File: src/rtl/booth_multiplier_seq.sv
// Sequential radix-2 Booth multiplier: one Booth step per clock, WIDTH+1 steps per product.
// Operands are extended to WIDTH+1 bits so one datapath serves both signed and unsigned modes.
module booth_multiplier_seq #(
    parameter int WIDTH = 32
) (
    input  logic                 clk,
    input  logic                 rst,
    input  logic [WIDTH-1:0]     x,
    input  logic [WIDTH-1:0]     y,
    input  logic                 is_signed,
    input  logic                 start,
    output logic [2*WIDTH-1:0]   z,
    output logic                 busy,
    output logic                 done
);

    localparam int CW = $clog2(WIDTH + 2);

    typedef enum logic {IDLE, RUN} state_t;

    state_t             state_q, state_d;
    logic [WIDTH:0]     m_q, m_d;
    logic [WIDTH+1:0]   a_q, a_d;
    logic [WIDTH:0]     q_q, q_d;
    logic               qm1_q, qm1_d;
    logic [CW-1:0]      cnt_q, cnt_d;
    logic [2*WIDTH-1:0] z_q, z_d;
    logic               done_q, done_d;

    logic               last_step;
    logic [WIDTH+1:0]   sum;

    assign last_step = (cnt_q == CW'(1));

    always_ff @(posedge clk or posedge rst) begin
        if (rst) begin
            state_q <= IDLE;
            m_q     <= '0;
            a_q     <= '0;
            q_q     <= '0;
            qm1_q   <= 1'b0;
            cnt_q   <= '0;
            z_q     <= '0;
            done_q  <= 1'b0;
        end else begin
            state_q <= state_d;
            m_q     <= m_d;
            a_q     <= a_d;
            q_q     <= q_d;
            qm1_q   <= qm1_d;
            cnt_q   <= cnt_d;
            z_q     <= z_d;
            done_q  <= done_d;
        end
    end

    always_comb begin
        state_d = state_q;
        case (state_q)
            IDLE:    if (start) state_d = RUN;
            RUN:     if (last_step) state_d = IDLE;
            default: state_d = IDLE;
        endcase
    end

    always_comb begin
        m_d    = m_q;
        a_d    = a_q;
        q_d    = q_q;
        qm1_d  = qm1_q;
        cnt_d  = cnt_q;
        z_d    = z_q;
        done_d = 1'b0;
        sum    = a_q;
        case (state_q)
            IDLE: begin
                if (start) begin
                    m_d   = {is_signed & x[WIDTH-1], x};
                    q_d   = {is_signed & y[WIDTH-1], y};
                    qm1_d = 1'b0;
                    a_d   = '0;
                    cnt_d = CW'(WIDTH + 1);
                end
            end
            RUN: begin
                case ({q_q[0], qm1_q})
                    2'b01:   sum = a_q + {m_q[WIDTH], m_q};
                    2'b10:   sum = a_q - {m_q[WIDTH], m_q};
                    default: sum = a_q;
                endcase
                // Arithmetic right shift of the whole {A, Q, q-1} chain.
                a_d   = {sum[WIDTH+1], sum[WIDTH+1:1]};
                q_d   = {sum[0], q_q[WIDTH:1]};
                qm1_d = q_q[0];
                cnt_d = cnt_q - CW'(1);
                if (last_step) begin
                    z_d    = {a_d[WIDTH-2:0], q_d};
                    done_d = 1'b1;
                end
            end
            default: ;
        endcase
    end

    always_comb begin
        busy = (state_q == RUN);
        done = done_q;
        z    = z_q;
    end

endmodule
File: config.mk
export PLATFORM = sky130hd
export DESIGN_NAME = booth_multiplier_seq
export DESIGN_NICKNAME = d
export VERILOG_FILES = /design/src/rtl/booth_multiplier_seq.sv
export SDC_FILE = /design/constraint.sdc
export NUM_CORES = 1
export LEC_CHECK = 0
export ABC_AREA = 1
export CAP_MARGIN = 20
export CORE_MARGIN = 2
export CORE_UTILIZATION = 50
export DETAILED_ROUTE_END_ITERATION = 10
export PLACE_DENSITY = 0.78
export REMOVE_ABC_BUFFERS = 1
export SLEW_MARGIN = 20
export SYNTH_ARGS = -nofsm -noshare
export SYNTH_HDL_FRONTEND = slang
export SYNTH_SLANG_ARGS = --single-unit
File: constraint.sdc
create_clock -name clk -period 15 [get_ports clk]
set_input_delay 1.5 -clock clk [delete_from_list [all_inputs] [get_ports clk]]
set_output_delay 1.5 -clock clk [all_outputs]
set_load 0.01 [all_outputs]
# Yosys cells after proc, flatten, opt, wreduce, memory -nomap -nowiden
# Index checks and enable logic that the tools add are counted.
[word_totals] regBits=173 latchBits=0 ram_bits=0 rom_bits=0 output_inout_bits=66 n_memories=0
[classes] addsub=3 mul=0 div_mod_pow=0 magnitude_cmp=0 eq_ne=4 shifts=0 muxes=14 n_bitwise=3 n_reduce_logical=2
[op_table] operator="case mux 34 bit (2 select lines)" count=2
[op_table] operator="case mux 33 bit (2 select lines)" count=1
[op_table] operator="adder 34 bit" count=1
[op_table] operator="two-way mux 34 bit" count=1
[op_table] operator="subtractor 34 bit" count=1
[op_table] operator="two-way mux 33 bit" count=1
[op_table] operator="case mux 6 bit (2 select lines)" count=1
[op_table] operator="equality test 6 x 1 -> 1 bit, second input constant" count=1
[op_table] operator="two-way mux 6 bit" count=1
[op_table] operator="subtractor 6 x 1 -> 6 bit, second input constant" count=1
[op_table] operator="two-way mux 1 bit" count=5
[op_table] operator="case mux 1 bit (2 select lines)" count=2
[op_table] operator="AND reduction 2 bit" count=2
[op_table] operator="bitwise AND 1 bit" count=2
[op_table] operator="equality test 2 x 1 -> 1 bit, second input constant" count=1
[op_table] operator="equality test 2 bit, second input constant" count=1
[op_table] operator="inequality test 2 bit, second input constant" count=1
[op_table] operator="NOT 1 bit" count=1

# Depth between registers and ports, before layout
# Gate-level depths: netlist of the first run.
[logic_depth] depth_word=3 ltp_mapped=24

# Worst setup path before layout of the first run
# Ideal clock, no wire load.
[synth_path] kind="register to register" startpoint="register m_q[0]" endpoint="register a_q[30]" setup_ps=117 arrival_time_ps=2759 required_ps=14883 path_slack_ps=12123 stages_incl_launch_ff=21 period_less_slack_ps=2877 path_cell_list="dfrtp_1 -> inv_1 -> ha_1 -> nand3_1 -> nor2_2 -> nand3_2 -> o21ai_2 -> o21a_2 -> o21ai_1 -> xor2_1 -> ha_1 -> nand2_1 -> inv_1 -> a21oi_1 -> nand2_1 -> a21oi_1 -> nand2_1 -> nand2_1 -> nand3_1 -> nand3_1 -> nand2_1"
[synth_between] elab_chain_len=3 elab_cells_between_ends=4
[synth_lines] item="from (decl)" line_no="22" text="logic [WIDTH:0] m_q, m_d;"
[synth_lines] item="from (signal assigned)" line_no="47" text="m_q <= m_d;"
[synth_lines] item="subtractor 34 bit / adder 34 bit (equally long branches)" line_no="88, 87"
[synth_lines] item="case mux 34 bit (2 select lines) (*)" line_no="86" text="case ({q_q[0], qm1_q})"
[synth_lines] item="case mux 34 bit (2 select lines) (*)" line_no="75" text="case (state_q)"
[synth_lines] item="to (signal assigned)" line_no="39" text="a_q <= '0;"
[synth_lines] item="to (signal assigned)" line_no="48" text="a_q <= a_d;"
[synth_lines] item="to (decl)" line_no="23" text="logic [WIDTH+1:0] a_q, a_d;"
# Mark *: on every way between the ends. The rest lies on a longest branch, timed or not.
# A chain may end at the register's enable or synchronous reset.

# Worst setup path in the final report of the first run
[layout_path] startpoint="register qm1_q" endpoint="register a_q[31]"
[layout_between] elab_chain_len=3 elab_cells_between_ends=4
[layout_lines] item="from (decl)" line_no="25" text="logic qm1_q, qm1_d;"
[layout_lines] item="from (signal assigned)" line_no="50" text="qm1_q <= qm1_d;"
[layout_lines] item="equality test 2 bit / equality test 2 x 1 -> 1 bit (equally long branches)" line_no="86"
[layout_lines] item="case mux 34 bit (2 select lines) (*)" line_no="86"
[layout_lines] item="case mux 34 bit (2 select lines) (*)" line_no="75"
# Marks and branches as above.

==> results of run 1 <==
[routing by layer]
metal / wire length, µm / track usage (%) / vias to the layer above
met5: 0 / 0 / -
met4: 467 / 6.429 / 0
met3: 1918 / 4.785 / 30
met2: 13920 / 46.13 / 317
met1: 12950 / 36.78 / 4557
li1: - / - / 4890
[worst min path at each step]
stage               end     start  cells after the start  slack, ps
2_1_floorplan  cnt_q[5]  cnt_q[5]                      1        450
6_report          z[26]     z[26]                      2        470
4_1_cts           z[26]     z[26]                      2        480
5_1_grt           z[22]     z[22]                      2        490
3_5_place_dp      z[26]     z[26]                      2        460
3_3_place_gp      z[27]     z[27]                      2        460
[critical path: stages, from the launching register on]
cell and delay [ps]:
dfrtp_1 370, inv_1 80, ha_1 490, inv_1 480
o21ai_2 200, o21a_2 170, xor2_1 150, ha_1 300
nand2_1 140, inv_1 50, a21oi_1 220, nor2_1 60
nor2_1 260, nor2_1 80, nor2_1 170, nand2_1 90
nand2_1 70, nand3_1 60, nand2_1 80, nand2_1 50
[layout by cell type (no fill, tap or decap), types with 2 or more instances in the layout]
cell,Yosys,routed
a21oi_1,27,27
a22oi_1,7,7
a31oi_1,2,2
buf_4,0,8
bufinv_16,0,2
clkbuf_16,0,17
clkdlybuf4s50_1,0,133
clkinv_8,0,6
dfrtp_1,172,171
ha_1,37,37
inv_1,174,173
inv_2,8,8
inv_6,0,3
inv_8,0,3
mux2i_1,3,3
nand2_1,630,630
nand2_2,4,4
nand3_1,88,88
nand3_2,3,3
nand3b_1,4,4
nand4_1,8,8
nor2_1,86,85
nor2_2,5,5
nor3_1,8,8
nor3_2,3,3
nor4_1,3,3
o211ai_1,13,13
o21ai_0,75,75
o21ai_2,6,6
o21bai_1,4,4
o221ai_1,8,8
o22ai_1,4,4
o31ai_1,2,2
or2_2,12,12
xnor2_1,13,13
xor2_1,30,30
[flip-flops by register name (all words and copies together) (netlist names)]
| register | count |
|---|---|
| m_q | 33 |
| qm1_q | 1 |
| q_q | 33 |
| a_q | 33 |
| z | 64 |
| done | 1 |
| cnt_q | 6 |
| busy | 1 |
[cell type report]
type / instances / area (µm²) / share of cell area [%]
Multi-Input combinational cell: 1091 / 5265 / 41.60
Sequential cell: 172 / 4305 / 34.02
Timing Repair Buffer: 141 / 1391 / 10.99
Inverter: 184 / 698.2 / 5.516
Clock buffer: 17 / 425.4 / 3.361
Tap cell: 270 / 337.8 / 2.669
Clock inverter: 15 / 234.0 / 1.849
[metrics by stage]
| step | utilization (%) | cells | setup slack, ps |
|---|---|---|---|
| 2_1_floorplan | - | 1447 | 8840 |
| 3_3_place_gp | 58.91 | 1858 | 11300 |
| 3_5_place_dp | 58.91 | 1858 | 11240 |
| 4_1_cts | 62.15 | 1890 | 11370 |
| 5_1_grt | 62.15 | 1890 | 10910 |
| 6_report | 62.15 | 1890 | 11310 |
[kinds of logic (layout without fill, tap and decap cells)]
group | count (synthesis) | after routing | share of synthesized area, %
xor gates and xnor gates | 43 | 43 | 3.601
AOI/OAI and AO/OA | 151 | 151 | 8.483
muxes | 3 | 3 | 0.2872
buffers and inverters | 232 | 357 | 8.567
adders and majority gates | 38 | 38 | 4.618
DFF | 172 | 172 | 41.16
and+or+nand+nor | 856 | 856 | 33.29
[Yosys cell counts (all sizes together)]
| cell | count | area (µm²) |
|---|---|---|
| a21o | 1 | 7.510 |
| a21oi | 27 | 135.1 |
| a22oi | 7 | 52.55 |
| a31oi | 2 | 12.51 |
| and3 | 1 | 6.260 |
| buf | 22 | 105.1 |
| clkbuf | 26 | 97.59 |
| clkinv | 1 | 3.750 |
| dfrtp | 172 | 4304 |
| fa | 1 | 20.02 |
| ha | 37 | 462.9 |
| inv | 183 | 689.4 |
| mux2i | 3 | 30.03 |
| nand2 | 634 | 2390 |
| nand3 | 91 | 470.5 |
| nand3b | 4 | 30.03 |
| nand4 | 8 | 50.05 |
| nor2 | 91 | 354.1 |
| nor3 | 12 | 86.34 |
| nor4 | 3 | 18.77 |
| o211ai | 13 | 97.59 |
| o21a | 1 | 8.760 |
| o21ai | 82 | 432.9 |
| o21bai | 4 | 30.03 |
| o221ai | 8 | 70.07 |
| o22ai | 4 | 25.02 |
| o31ai | 2 | 15.01 |
| or2 | 12 | 75.07 |
| xnor2 | 13 | 113.9 |
| xor2 | 30 | 262.8 |
==> flow_metrics.env, run 1 <==
export IMPL_grt_pass1_wl_um=47900
export IMPL_grt_ovfl_total=0
export IMPL_cts_tree="built"
export IMPL_critPathKind="flip-flop to flip-flop"
export IMPL_end_kind="flip-flop"
export IMPL_tns_ps=0
export IMPL_worstHoldPathType="flip-flop to flip-flop"
export IMPL_postPlaceCellArea_um2=12000
export IMPL_drc=0
export IMPL_drive_gt1_share_pct=5.370
export IMPL_clockBufferDepth=2
export IMPL_wirelength_um=29260
export IMPL_ys_seq_elements=172
export IMPL_cap_viol_max_count=0
export IMPL_cp_data_arrival_time_ps=4010
export IMPL_die_w_um=148.6
export IMPL_vias_per_cell=5.182
export IMPL_finalSetupViolCount=0
export IMPL_reg2reg_depth=19
export IMPL_io_pins=134
export IMPL_dr_total_vias=9794
export IMPL_layout_nets=1713
export IMPL_wl_per_cell_um=15.48
export IMPL_start_util_pct=51.35
export IMPL_timing_fmax_mhz=271.0
export IMPL_ys_types=40
export IMPL_drv_slew=0
export IMPL_grt_setup_unrepaired="no"
export IMPL_cp_required_ps=15320
export IMPL_slew_headroom_pct=35.51
export IMPL_synth_area_per_cell_um2=6.995
export IMPL_synth_cells=1495
export IMPL_fin_area_um2=12660
export IMPL_netlist_area_um2=10460
export IMPL_gp_congestion=0.9783
export IMPL_portBuffers=133
export IMPL_clk_pin_slew_ps=80
export IMPL_post_cts_resized=0
export IMPL_period_share_pct=24.60
export IMPL_hold_viol=0
export IMPL_die_y_um=148.6
export IMPL_cts_num_sinks=172
export IMPL_cp_startpoint="qm1_q"
export IMPL_first_iter_violations=630
export IMPL_endpoint="a_q[31]"
export IMPL_syn2layout_area_growth_pct=21.03
export IMPL_first_pass_iters=6
export IMPL_htree_num_levels=4
export IMPL_rr_startpoint="qm1_q"
export IMPL_holdWs_ps=474.1
export IMPL_antennaDiodeCount=0
export IMPL_grt_pass1_vias=9470
export IMPL_r2r_setup_slack_ps=11310
export IMPL_dpl_hpwl_um=21100
export IMPL_post_cts_buffers=0
export IMPL_fin_crit_ps=3690
export IMPL_antenna_found_initial=0
export IMPL_ys_warn_count=0
export IMPL_nFillCells=1909
export IMPL_hold_buffers=0
export IMPL_cp_start_kind="flip-flop"
export IMPL_num_rows=52
export IMPL_cts_buffers=17
export IMPL_fp_coreArea_um2=20360
export IMPL_grt_max_degree=100
export IMPL_root_buffer="clkbuf_16"
export IMPL_die_area_um2=22090
export IMPL_tightestPinTransition_ps=967.3
export IMPL_yosysSeqAreaShare_pct=41.16
export IMPL_skew_ps=14.28
export IMPL_cp_max_fo=23
export IMPL_r2r_end="a_q[31]"
export IMPL_clk_latency_ps=430
export IMPL_status="finished clean"
export IMPL_grt_usage_pct=27.29
export IMPL_ant_nets=0
Power of run 1 is left out: the tool's default activity adds up to more than one toggle a clock period on the data nets, which glitch-free logic cannot reach.
==> inputs of run 2 (changes only) <==
==> constraint.sdc (replaced) <==
create_clock -name clk -period 3.77 [get_ports clk]
set_input_delay 0.377 -clock clk [delete_from_list [all_inputs] [get_ports clk]]
set_output_delay 0.377 -clock clk [all_outputs]
set_load 0.01 [all_outputs]
==> run 2 against run 1 <==
Effect of this change: setup slack lost 11000 ps; critical path depth grew 1; hold slack lost 71 ps; critical endpoint is now a_q[28]; global-route usage grew 0.57 points; non-clock buffer count grew 7; sequential share of layout area shrank 0.074 points; clock skew shrank 0.87 ps; highest routed layer unchanged; clock-buffer cell count is the same; core utilization grew 0.14 points; first-iteration DRC count grew 9.8%.
==> flow_metrics.env, run 2 (synthesis results as in run 1) <==
export IMPL_status="finished clean"
export IMPL_cap_viol_max_count=0
export IMPL_cts_buffers=17
export IMPL_multi_input_area_um2=5270
export IMPL_clk_latency_ps=440
export IMPL_portBuffers=133
export IMPL_drive_gt1_share_pct=5.778
export IMPL_clockBufferDepth=2
export IMPL_worstHoldPathType="input port to asynchronous set/reset pin"
export IMPL_grt_pass1_wl_um=48620
export IMPL_tightestPinTransition_ps=892.0
export IMPL_preCtsSetupSlack_ps=377.3
export IMPL_drv_slew=0
export IMPL_drc=0
export IMPL_timing_fmax_mhz=293.0
export IMPL_cts_num_sinks=172
export IMPL_layout_nets=1720
export IMPL_hold_viol=0
export IMPL_htree_num_levels=4
export IMPL_root_buffer="clkbuf_16"
export IMPL_antenna_found_initial=0
export IMPL_r2r_setup_slack_ps=360
export IMPL_gp_congestion=0.9440
export IMPL_wirelength_um=29720
export IMPL_fp_coreArea_um2=20360
export IMPL_r2r_end="a_q[28]"
export IMPL_syn2layout_area_growth_pct=21.30
export IMPL_period_share_pct=90.53
export IMPL_end_kind="flip-flop"
export IMPL_dpl_hpwl_um=22020
export IMPL_grt_ovfl_total=0
export IMPL_critPathKind="flip-flop to flip-flop"
export IMPL_skew_ps=13.40
export IMPL_start_util_pct=51.35
export IMPL_cts_tree="built"
export IMPL_worst_slack_ps=357.0
export IMPL_rr_startpoint="m_q[0]"
export IMPL_die_y_um=148.6
export IMPL_num_rows=52
export IMPL_reg2reg_depth=20
export IMPL_finalSetupViolCount=0
export IMPL_first_iter_violations=692
export IMPL_io_pins=134
export IMPL_path_common_cell="nand2_1"
export IMPL_fin_crit_ps=3413
export IMPL_slowest_stage="dfrtp_1"
export IMPL_die_area_um2=22090
export IMPL_grt_max_degree=73
export IMPL_cp_start_kind="flip-flop"
export IMPL_antennaDiodeCount=0
export IMPL_dr_total_vias=9940
export IMPL_largest_reg_flops=64
export IMPL_cp_data_arrival_time_ps=3730
export IMPL_die_w_um=148.6
export IMPL_hold_buffers=0
export IMPL_ant_nets=0
export IMPL_fin_util_pct=62.29
export IMPL_holdWs_ps=403.3
export IMPL_regArea_um2=4305
export IMPL_grt_setup_unrepaired="no"
export IMPL_first_pass_iters=5
export IMPL_post_cts_buffers=0
export IMPL_cp_required_ps=4090
export IMPL_clk_pin_slew_ps=80
export IMPL_grt_usage_pct=27.86
export IMPL_nFillCells=1876
export IMPL_critPathMaxStageDelay_ps=420
export IMPL_crit_chain="inv_1 -> ha_1 -> nand3_1 -> nor2_4 -> nand3_2 -> o21ai_2 -> nand3_1 -> xnor2_1 -> ha_1 -> nand2_1 -> inv_1 -> nand2_1 -> nand2_1 -> o21bai_1 -> a21oi_1 -> nand2_1 -> nand2_1 -> nand3_1 -> nand3_1 -> nand2_1"
export IMPL_mostFrequentLayoutCells="nand2_1, inv_1, dfrtp_1"
export IMPL_slew_headroom_pct=40.46
export IMPL_grt_pass1_vias=9652
export IMPL_wl_per_cell_um=15.67
export IMPL_final_common_cell="nand2_1"
export IMPL_cp_max_fo=5
export IMPL_vias_per_cell=5.240
==> run 2: per-layer routing <==
layer	up-vias	part of all wire, %	global-route usage, %
met2	294	48	47.06
met4	0	2.0	7.857
met3	43	6.1	4.877
met5	-	0	0
li1	4913	-	-
met1	4690	44	37.05
==> run 2: worst max-delay path, delay by kind of cell, from the launching register on <==
family | cells | cell delay [ps]
buffers and inverters | 2 | 150
and+or+nand+nor | 12 | 1320
DFF | 1 | 420
AOI/OAI and AO/OA | 3 | 600
adders and majority gates | 2 | 530
xor gates and xnor gates | 1 | 290
==> run 2: layout make-up <==
| class | instances | share of cell area (%) |
|---|---|---|
| multi-input combinational | 1091 | 41.55 |
| sequential | 172 | 33.94 |
| timing repair buffer | 148 | 11.58 |
| inverter | 184 | 5.504 |
| clock buffer | 17 | 3.354 |
| tap | 270 | 2.663 |
| clock inverter | 15 | 1.411 |
==> run 2: worst max path at each step <==
stage	cells past startpoint	start	slack (ps)	endpoint
after global placement	19	m_q[0]	430	a_q[31]
after CTS	19	m_q[0]	370	z[63]
after global routing	19	m_q[0]	9	a_q[30]
after floorplan	1	rst	-1270	a_q[0]
after detailed placement	19	m_q[0]	380	z[63]
final	20	m_q[0]	360	a_q[28]
==> run 2: through the flow <==
step	area [µm²]	std cells	TNS, ps
floorplan	10250	1447	-217950
global placement	12080	1865	0
detailed placement	12080	1865	0
CTS	12680	1897	0
global route	12680	1897	0
finish	12680	1897	0
==> run 2: what timing repair did <==
action	in CTS	in global routing
resized for setup	0	1
endpoints found under the setup margin	0	1
endpoints found under the hold margin	0	0
Power of run 2 is left out for the same reason.
